==> src/rtl/dm_port_arbiter.sv <==
// Round-robin arbiter sharing the single-ported data memory between the CPU
// load/store path and an external loader/debug port.
module dm_port_arbiter #(
  parameter int unsigned ADDR_W = 12,
  parameter int unsigned DATA_W = 8
) (
  input  logic              clk,
  input  logic              rst,
  input  logic              cpu_rd,
  input  logic              cpu_wr,
  input  logic [ADDR_W-1:0] cpu_addr,
  input  logic [DATA_W-1:0] cpu_wdata,
  output logic [DATA_W-1:0] cpu_rdata,
  output logic              cpu_stall,
  input  logic              ext_req,
  input  logic              ext_we,
  input  logic [ADDR_W-1:0] ext_addr,
  input  logic [DATA_W-1:0] ext_wdata,
  output logic              ext_gnt,
  output logic [DATA_W-1:0] ext_rdata,
  output logic              ext_rvalid,
  output logic [ADDR_W-1:0] mem_addr,
  output logic [DATA_W-1:0] mem_wdata,
  output logic              mem_we,
  output logic              mem_re,
  input  logic [DATA_W-1:0] mem_rdata
);

  typedef enum logic [1:0] {
    IDLE   = 2'd0,
    CPU_RD = 2'd1,
    EXT_RD = 2'd2
  } state_e;

  state_e state_q, state_d;
  logic   last_q, last_d;   // last winner: 0 = CPU, 1 = EXT

  logic cpu_req;
  logic cpu_win;
  logic ext_win;

  assign cpu_req = cpu_rd | cpu_wr;

  always_ff @(posedge clk) begin
    if (!rst) begin
      state_q <= IDLE;
      last_q  <= 1'b1;
    end else begin
      state_q <= state_d;
      last_q  <= last_d;
    end
  end

  // On a tie the side that did not win last time is served.
  always_comb begin
    cpu_win = 1'b0;
    ext_win = 1'b0;
    if (state_q == IDLE) begin
      cpu_win = cpu_req & (~ext_req | last_q);
      ext_win = ext_req & (~cpu_req | ~last_q);
    end
  end

  always_comb begin
    state_d    = state_q;
    last_d     = last_q;
    cpu_rdata  = '0;
    cpu_stall  = 1'b0;
    ext_gnt    = 1'b0;
    ext_rdata  = '0;
    ext_rvalid = 1'b0;
    mem_addr   = '0;
    mem_wdata  = '0;
    mem_we     = 1'b0;
    mem_re     = 1'b0;

    if (!rst) begin
      state_d = IDLE;
      last_d  = 1'b1;
    end else begin
      unique case (state_q)
        IDLE: begin
          if (cpu_win) begin
            last_d   = 1'b0;
            mem_addr = cpu_addr;
            if (cpu_wr) begin
              mem_we    = 1'b1;
              mem_wdata = cpu_wdata;
            end else begin
              mem_re  = 1'b1;
              state_d = CPU_RD;
            end
          end else if (ext_win) begin
            last_d   = 1'b1;
            ext_gnt  = 1'b1;
            mem_addr = ext_addr;
            if (ext_we) begin
              mem_we    = 1'b1;
              mem_wdata = ext_wdata;
            end else begin
              mem_re  = 1'b1;
              state_d = EXT_RD;
            end
          end
          // Only a granted CPU store lets the CPU proceed from IDLE.
          cpu_stall = cpu_req & ~(cpu_win & cpu_wr);
        end
        CPU_RD: begin
          cpu_rdata = mem_rdata;
          state_d   = IDLE;
        end
        EXT_RD: begin
          ext_rvalid = 1'b1;
          ext_rdata  = mem_rdata;
          cpu_stall  = cpu_req;
          state_d    = IDLE;
        end
        default: begin
          state_d = IDLE;
        end
      endcase
    end
  end

endmodule

==> config.mk <==
export PLATFORM = sky130hd
export DESIGN_NAME = dm_port_arbiter
export DESIGN_NICKNAME = d
export VERILOG_FILES = /design/src/rtl/dm_port_arbiter.sv
export SDC_FILE = /design/constraint.sdc
export NUM_CORES = 1
export LEC_CHECK = 0
export ABC_AREA = 1
export BUFFER_PORTS_ARGS = -buffer_cell sky130_fd_sc_hd__buf_2
export CAP_MARGIN = 20
export CORE_MARGIN = 3
export CORE_UTILIZATION = 37
export DETAILED_ROUTE_END_ITERATION = 10
export PLACE_DENSITY_LB_ADDON = 0.12
export SKIP_LAST_GASP = 1
export SLEW_MARGIN = 20
export SYNTH_ARGS = -nofsm -noshare
export SYNTH_HDL_FRONTEND = slang
export SYNTH_SLANG_ARGS = --single-unit
==> constraint.sdc <==
create_clock -name clk -period 2.48 [get_ports clk]
set_input_delay 0.496 -clock clk [delete_from_list [all_inputs] [get_ports clk]]
set_output_delay 0.496 -clock clk [all_outputs]
set_load 0.1 [all_outputs]
# Word-level counts from Yosys, hierarchy flattened
# Cells that the tools add are included.
# totals
ram_bits	0
input_bits	54
register_bits	3
mem_count	0
latchBits	0
romBits	0
output_inout_bits	41
elab_cells	64
# op_classes
div_mod_pow	0
shift	0
multipliers	0
n_bitwise	11
n_addsub	0
order_cmp	0
n_reduce_logical	5
mux	42
eq_ne	4
# op_table
cell	count
8-bit 2-to-1 mux	10
12-bit 2-to-1 mux	4
1-bit 2-to-1 mux	23
2-bit 2-to-1 mux	4
1-bit AND	4
1-bit inverter	4
2-bit AND reduction	2
1-bit OR	3
3-bit AND reduction	1
2-bit by 1-bit equality test with 1-bit output, second input constant	1
2-bit equality test, second input constant	1
2-bit zero test	1
2-bit by 1-bit inequality test with 1-bit output, second input constant	1
2-bit inequality test, second input constant	1
1-bit case mux with 2 select lines	1
2-bit nonzero test	1

# Longest topological paths before layout
# Gate-level depths: netlist (run 1).
# depth
word_depth	9
depth_mapped	7
ltp_nobuf	7

# Least setup slack after synthesis (run 1)
# Ideal clock, no wire load.
# synth_path
path_kind	in2out
start	input port cpu_wr
end	output port mem_addr[0]
t_required_ps	1984
path_buffers	1
t_arrival_ps	2462
setup_slack_ps	-478
path_stages	6
path_cell_list	inv_1 -> nand2_2 -> nand2_1 -> buf_4 -> nand3_1 -> a21oi_1
# synth_between
elab_chain_cells	9
elab_cells_between_ends	11
cone_classes	mux (6); bitwise (5)
# synth_lines
item	line	text
from (decl)	10	input logic cpu_wr,
1-bit OR *	42	assign cpu_req = cpu_rd | cpu_wr;
1-bit inverter	60	ext_win = ext_req & (~cpu_req | ~last_q);
1-bit OR	60	
1-bit AND	60	
1-bit 2-to-1 mux	58	if (state_q == IDLE) begin
12-bit 2-to-1 mux	93	end else if (ext_win) begin
12-bit 2-to-1 mux *	83	if (cpu_win) begin
12-bit 2-to-1 mux *	81	unique case (state_q)
12-bit 2-to-1 mux *	77	if (!rst) begin
to (decl)	22	output logic [ADDR_W-1:0] mem_addr,
# Mark *: on every way between the ends. The rest lies on a longest branch, timed or not.

# Worst setup path in the final report (run 1)
# layout_path
start	register state_q[1]
end	output port mem_re
# layout_between
elab_chain_cells	6
elab_cells_between_ends	7
cone_classes	mux (6); reduce/logical (1)
# layout_lines
item	line	text
from (decl)	35	state_e state_q, state_d;
from (signal assigned)	49	state_q <= state_d;
2-bit zero test *	58, 81	
1-bit 2-to-1 mux	58	
1-bit 2-to-1 mux	93	
1-bit 2-to-1 mux	83	
1-bit 2-to-1 mux *	81	
1-bit 2-to-1 mux *	77	
to (decl)	25	output logic mem_re,
# Marked as above.

==> impl_metrics.tcl, run 1 <==
set metrics [dict create \
    status "complete, no violations" \
    cp_data_required_time_ns 1.98 \
    setup_tns_ns 0 \
    vdd_drop_max_mv 0.422 \
    h-tree-depth 1 \
    period_needed_ns 2.31 \
    root_buffer "clkbuf_4" \
    core_um2 2060 \
    syn_nets 213 \
    synth_cells 159 \
    num-nets-final 309 \
    start_kind "flop" \
    final_common_cell "buf_2" \
    hp-class "input pin to flop" \
    crit_type "flop to primary output" \
    die_h_um 53.7 \
    dpl-instance-area_um2 1770 \
    drc 0 \
    min-delay-start "rst" \
    grt_max_degree 24 \
    syn_avg_cell_area_um2 5.30 \
    routed_wl_um 3640 \
    drt_iter0_drc 35 \
    period_share_pct 93.2 \
    setup_viol 0 \
    die_x_um 53.7 \
    diodes 0 \
    drv_slew 0 \
    critPathArrivalTime_ns 1.82 \
    cap_violations 0 \
    vias 1446 \
    worstSkewPairLatency_ns 0.25 \
    avgViaCountPerCell 5.15 \
    stdcell_area_um2 1790 \
    syn_area_um2 842 \
    start_util_pct 40.8 \
    clk_pin_slew_worst_paths_ns 0.04 \
    gp_congestion 0.843 \
    end_kind "primary output" \
    cts_hold_buf 0 \
    crit_path_start "state_q[1]" \
    post_cts_buffers 0 \
    rows 16 \
    grt_pass1_wl_um 5450 \
    finalHoldViolCount 0 \
    dieArea_um2 2880 \
    mostFrequentLayoutCells "buf_2, inv_1, nor2_1, buf_12" \
    fmaxAchievable_mhz 433 \
    grt_pass1_vias 1292 \
    synth_warnings 0 \
    worst_slew_pin_slew_ns 0.483 \
    cts.sink_count 3 \
    cts_buffers 3 \
    dr.pass1.iters 4 \
    critPathMaxFanout 23 \
    post_cts_resized 0 \
    area_growth_pct 113 \
    p_per_area_nw_per_um2 490 \
    ys_ff_latch 3 \
    dp_hpwl_um 3030 \
    post_drt_wl_per_cell_um 13.0 \
    cts_buffer_depth 2 \
    rsz0062_at_grt "no" \
    grt_use_total_pct 25.0 \
    leakage_nw 0.977 \
    synth.distinct_cells 16 \
    io_pins 95 \
    slew_headroom_pct 67.7 \
    antenna_found_initial 0 \
    io_buffers 94 \
    ant_nets 0 \
    fin_total_pwr_mw 0.878 \
    r2r_start "state_q[1]" \
    grt_overflow_total 0 \
    fin_skew_ns 0.0000440 \
    yosysSeqAreaShare_pct 7.13 \
    final_layout_size_suffix_gt1_share_pct 55.1 \
    cts_tree "built" \
]
## kinds of logic (layout without fill, tap and decap cells)
kind of cell	after synthesis	count (layout)	share of synthesized area (%)
buffers and inverters	41	136	22.7
AOI/OAI and AO/OA	22	22	13.1
and+or+nand+nor	93	93	57.1
DFF	3	3	7.13
## routing by layer
| metal | part of all wire [%] | global-route usage [%] | vias up |
|---|---|---|---|
| met1 | 38 | 29.0 | 650 |
| met5 | 0 | 0 | - |
| met3 | 12 | 4.99 | 4 |
| met4 | 1.2 | 7.23 | 0 |
| met2 | 49 | 45.4 | 77 |
| li1 | - | - | 715 |
## layout make-up
type | instances | area (um^2)
clock buffer | 4 | 26.3
fill | 134 | 269
multi-input combinational | 115 | 674
tap | 27 | 33.8
sequential | 3 | 60.1
timing repair buffer | 104 | 891
inverter | 28 | 108
## per-stage QoR
step	setup WS [ns]	hold WS (ns)	std cells	utilization [%]
after floorplan	0.00596	0.457	159	-
after global placement	0.407	0.525	277	85.7
after detailed placement	0.402	0.527	277	85.7
after CTS	0.174	0.464	281	87.0
after global routing	0.0745	0.474	281	87.0
final	0.169	0.459	281	87.0
## critical path, stage by stage, from the launching register on
cell and delay [ns]:
dfxtp_1 0.35, nor2_4 0.43, nand3_1 0.23, and2_0 0.22
nor2_2 0.15, buf_12 0.19
## cell usage after synthesis (all sizes together)
master	n	area share (%)
dfxtp	3	7.1
buf	11	9.1
nand2	19	9.1
and2	1	0.74
nand3	25	18
a21oi	22	13
nand4	21	16
nor2	27	14
inv	28	13
clkbuf	2	0.89
## flip-flops by register name (all words and copies together) (netlist names)
signal   cells
state_q      2
last_q       1
## report_power, final
part | switching, mW | internal, mW | total (mW) | leakage (nW)
Sequential | 0.00731 | 0.0535 | 0.0608 | 0.0247
Clock | 0.0331 | 0.0608 | 0.0938 | 0.0150
Combinational | 0.490 | 0.233 | 0.723 | 0.937
## path summary, 6_finish.rpt
kind	cells after the start	endpoint	slack (ns)
setup reg to reg	6	state_q[0]	1.04
hold reg to reg	2	last_q	0.55
hold / removal	2	last_q	0.46
setup / recovery	5	mem_re	0.17
No activity file was read; power rests on OpenSTA's default activity.
==> run 2, diff against run 1 <==
--- a/config.mk
+++ b/config.mk
@@ -11,6 +11,7 @@
 export CORE_MARGIN = 3
 export CORE_UTILIZATION = 37
 export DETAILED_ROUTE_END_ITERATION = 10
+export GPL_TIMING_DRIVEN = 0
 export PLACE_DENSITY_LB_ADDON = 0.12
 export SKIP_LAST_GASP = 1
 export SLEW_MARGIN = 20
==> impl_metrics.tcl, run 2 (same netlist as run 1, synthesis figures left out) <==
set metrics [dict create \
    die_h_um 53.7 \
    grt_overflow_total 0 \
    cap_violations 0 \
    rsz0062_at_grt "no" \
    setup_tns_ns 0 \
    routed_wl_um 3260 \
    antenna_found_initial 0 \
    grt_max_degree 11 \
    drt_iter0_drc 15 \
    die_x_um 53.7 \
    fin_skew_ns 0.00567 \
    vias 1439 \
    h-tree-depth 1 \
    diodes 0 \
    cts_hold_buf 0 \
    cts_buffers 3 \
    grt_pass1_wl_um 5060 \
    period_share_pct 93.2 \
    status "complete, no violations" \
    path_cells "buf_2 > inv_1 > nand2_2 > nand2_1 > buf_4 > nand3_1 > a21oi_2 > buf_2" \
    area_growth_pct 73.0 \
    post_cts_buffers 0 \
    cts_tree "built" \
    leakage_nw 0.899 \
    avgViaCountPerCell 5.07 \
    dieArea_um2 2880 \
    critPathMaxFanout 10 \
    grt_use_total_pct 22.7 \
    dp_hpwl_um 2610 \
    worstSkewPairLatency_ns 0.24 \
    slew_headroom_pct 53.8 \
    gp_congestion 0.811 \
    cts_buffer_depth 2 \
    cpMostUsedCell "buf_2" \
    start_kind "input pin" \
    end_kind "primary output" \
    cp_top_family "buffers and inverters" \
    top_register "state_q" \
    cp_data_required_time_ns 1.98 \
    worst_slew_pin_slew_ns 0.693 \
    clk_pin_slew_worst_paths_ns 0.04 \
    drc 0 \
    io_pins 95 \
    critPathArrivalTime_ns 1.81 \
    dpl.cell_count 280 \
    cts.sink_count 3 \
    setup_viol 0 \
    num-nets-final 312 \
    start_util_pct 40.8 \
    finalHoldViolCount 0 \
    final_layout_size_suffix_gt1_share_pct 54.9 \
    cpMaxStageDelayCell "buf_2" \
    top_regs "state_q: 2 flops, last_q: 1 flops" \
    period_needed_ns 2.31 \
    fin_cells 284 \
    rows 16 \
    root_buffer "clkbuf_4" \
    path_buf_inv 4 \
    final_common_cell "buf_2" \
    dr.pass1.iters 4 \
    crit_type "input pin to primary output" \
    ant_nets 0 \
    largest_reg_flops 2 \
    vdd_drop_max_mv 0.382 \
    hp-class "input pin to flop" \
    io_buffers 94 \
    mostFrequentLayoutCells "buf_2, inv_1, nor2_1" \
    core_um2 2060 \
    fmaxAchievable_mhz 433 \
    post_cts_resized 0 \
    p_per_area_nw_per_um2 517 \
    drv_slew 0 \
    max_stage_delay_ns 0.45 \
    post_drt_wl_per_cell_um 11.5 \
    grt_pass1_vias 1279 \
]
run 2: report_power, final:
part | internal, mW | switching (mW) | leakage (nW)
clock | 0.0605 | 0.0278 | 0.0150
combinational | 0.136 | 0.469 | 0.859
sequential | 0.0536 | 0.00656 | 0.0247
run 2: metal layers:
metal  GRT usage (%)  share of wire (%)
met5               0                  0
met4            5.96               0.95
met3            4.43                 12
met2            43.1                 49
met1            25.1                 38
run 2: layout make-up:
type,instances,area [um^2]
inverters,28,108
clock buffers,4,26.3
multi-input cells,115,674
fillers,209,606
well taps,27,33.8
flip-flops and latches,3,60.1
repair buffers,94,470
plain buffers,13,83.8
run 2: final timing paths:
check / slack (ns) / from / depth (start not counted) / end
hold / removal: 0.47 / rst / 2 / last_q
hold reg to reg: 0.51 / last_q / 2 / last_q
setup reg to reg: 1.40 / state_q[1] / 6 / state_q[0]
setup / recovery: 0.17 / cpu_wr / 8 / mem_wdata[5]
run 2: worst register-to-register path, stage by stage (launching register included):
cell	delay (ns)
dfxtp_1	0.35
nor2_4	0.18
nand3_1	0.17
nand2_1	0.09
inv_1	0.04
nand2_1	0.09
nor2_1	0.05
run 2: per-stage QoR:
stage          hold slack (ns)  area (um^2)  util, %  setup slack, ns  power (mW)
2_1_floorplan            0.457          926        -          0.00596       0.553
3_3_place_gp             0.493         1430     69.4            0.205       0.661
3_5_place_dp             0.494         1430     69.4            0.202       0.664
4_1_cts                  0.461         1460     70.6            0.194       0.755
5_1_grt                  0.472         1460     70.6            0.105       0.793
6_report                 0.466         1460     70.6            0.169       0.753
==> run 3, diff against run 2 <==
--- a/config.mk
+++ b/config.mk
@@ -8,11 +8,11 @@
 export ABC_AREA = 1
 export BUFFER_PORTS_ARGS = -buffer_cell sky130_fd_sc_hd__buf_2
 export CAP_MARGIN = 20
-export CORE_MARGIN = 3
 export CORE_UTILIZATION = 37
 export DETAILED_ROUTE_END_ITERATION = 10
 export GPL_TIMING_DRIVEN = 0
 export PLACE_DENSITY_LB_ADDON = 0.12
+export RECOVER_POWER = 25
 export SKIP_LAST_GASP = 1
 export SLEW_MARGIN = 20
 export SYNTH_ARGS = -nofsm -noshare
==> impl_metrics.tcl, run 3 (same netlist as run 1, synthesis figures left out) <==
set metrics [dict create \
    drv_slew 0 \
    path_cells "buf_2 > inv_1 > nand2_2 > nand2_1 > buf_4 > nand3_1 > a21oi_2 > buf_2" \
    drc 0 \
    grt_pass1_wl_um 4930 \
    cpMostUsedCell "buf_2" \
    top_register "state_q" \
    cap_violations 0 \
    cts_buffer_depth 2 \
    grt_util_met2_pct 43.0 \
    avgViaCountPerCell 4.88 \
    top_regs "state_q: 2 flops, last_q: 1 flops" \
    period_share_pct 92.0 \
    io_buffers 94 \
    fmaxAchievable_mhz 438 \
    root_buffer "clkbuf_4" \
    ant_nets 0 \
    h-tree-depth 1 \
    post_cts_buffers 0 \
    routed_wl_um 2890 \
    use_met1_pct 29.6 \
    grt_pass1_vias 1222 \
    grt_use_total_pct 24.7 \
    crit_type "input pin to primary output" \
    dp_hpwl_um 2330 \
    final_layout_size_suffix_gt1_share_pct 54.5 \
    hp-class "input pin to flop" \
    mostFrequentLayoutCells "buf_2, inv_1, nor2_1" \
    leakage_nw 0.890 \
    dr.pass1.iters 4 \
    r2r_start "last_q" \
    num-nets-final 312 \
    post_drt_wl_per_cell_um 10.2 \
    regToRegSetupSlack_ns 1.42 \
    slew_headroom_pct 56.3 \
    period_needed_ns 2.28 \
    end_kind "primary output" \
    cts_buffers 3 \
    die_x_um 49.7 \
    dieArea_um2 2470 \
    vdd_drop_max_mv 0.407 \
    dpl-instance-area_um2 1430 \
    reg2reg_to "state_q[0]" \
    cp_data_required_time_ns 1.98 \
    drt_iter0_drc 34 \
    critPathArrivalTime_ns 1.79 \
    p_per_area_nw_per_um2 511 \
    grt_overflow_total 0 \
    gp_congestion 0.794 \
    path_buf_inv 4 \
    crit_path_start "cpu_rd" \
    rows 16 \
    reg2regPathDepth 7 \
    final_common_cell "buf_2" \
    grt_max_degree 11 \
    critPathMaxFanout 10 \
    setup_viol 0 \
    fin_skew_ns 0.00507 \
    min_path_cells 2 \
    core_um2 2040 \
    start_util_pct 41.2 \
    die_h_um 49.7 \
    cts_hold_buf 0 \
    met3_usage_pct 7.10 \
    top_usage_layer "met2" \
    post_cts_resized 0 \
    stdcell_area_um2 1460 \
    rsz0062_at_grt "no" \
    largest_reg_flops 2 \
    io_pins 95 \
    antenna_found_initial 0 \
    cts.sink_count 3 \
    start_kind "input pin" \
    cts_tree "built" \
    diodes 0 \
    min-delay-start "rst" \
    hold_path_end "last_q" \
    setup_tns_ns 0 \
    status "complete, no violations" \
    finalHoldViolCount 0 \
    area_growth_pct 72.8 \
    worstSkewPairLatency_ns 0.23 \
    cp_top_family "buffers and inverters" \
    vias 1385 \
    clk_pin_slew_worst_paths_ns 0.04 \
    cpMaxStageDelayCell "buf_2" \
    whs_ns 0.476 \
    max_stage_delay_ns 0.44 \
    worst_slew_pin_slew_ns 0.655 \
]
==> run 3: cell count changes in the layout (fill, tap and decap cells not counted), sizes merged <==
| cell | change |
|---|---|
| buf | -9 |
| clkbuf | +9 |
==> run 3: power by group <==
part	internal [mW]	switching (mW)
logic	0.136	0.465
clock network	0.0601	0.0234
registers	0.0536	0.00645
==> run 3: worst reg2reg max path: stages (launching register included) <==
cell     delay, ns
dfxtp_1       0.35
inv_1         0.07
nand2_1       0.11
nand3_1       0.15
nand2_1       0.11
inv_1         0.04
nand2_1       0.08
nor2_1        0.04
==> run 3: routing by layer <==
layer,wire (um),up-vias
li1,-,724
met1,1290,604
met2,1360,57
met3,240,0
met4,0,0
met5,0,-
==> run 3: worst max-delay path by stage <==
stage | end | cells past startpoint
floorplan | cpu_rdata[0] | 2
global placement | mem_wdata[4] | 8
detailed placement | mem_addr[0] | 8
CTS | mem_addr[0] | 8
global route | mem_addr[4] | 8
finish | mem_wdata[4] | 8
==> run 3: per-stage QoR <==
step           utilization [%]  worst slack, ns  std cells  power, mW
2_1_floorplan                -          0.00596        159      0.553
3_3_place_gp              70.0            0.210        280      0.659
3_5_place_dp              70.0            0.215        280      0.660
4_1_cts                   71.3            0.208        284      0.748
5_1_grt                   71.3            0.102        284      0.793
6_report                  71.3            0.198        284      0.744
==> run 3: cell type report <==
type,count,area (um^2)
Sequential cell,3,60.1
Fill cell,219,587
Buffer,13,82.6
Tap cell,27,33.8
Clock buffer,4,26.3
Multi-Input combinational cell,115,674
Inverter,28,108
Timing Repair Buffer,94,470
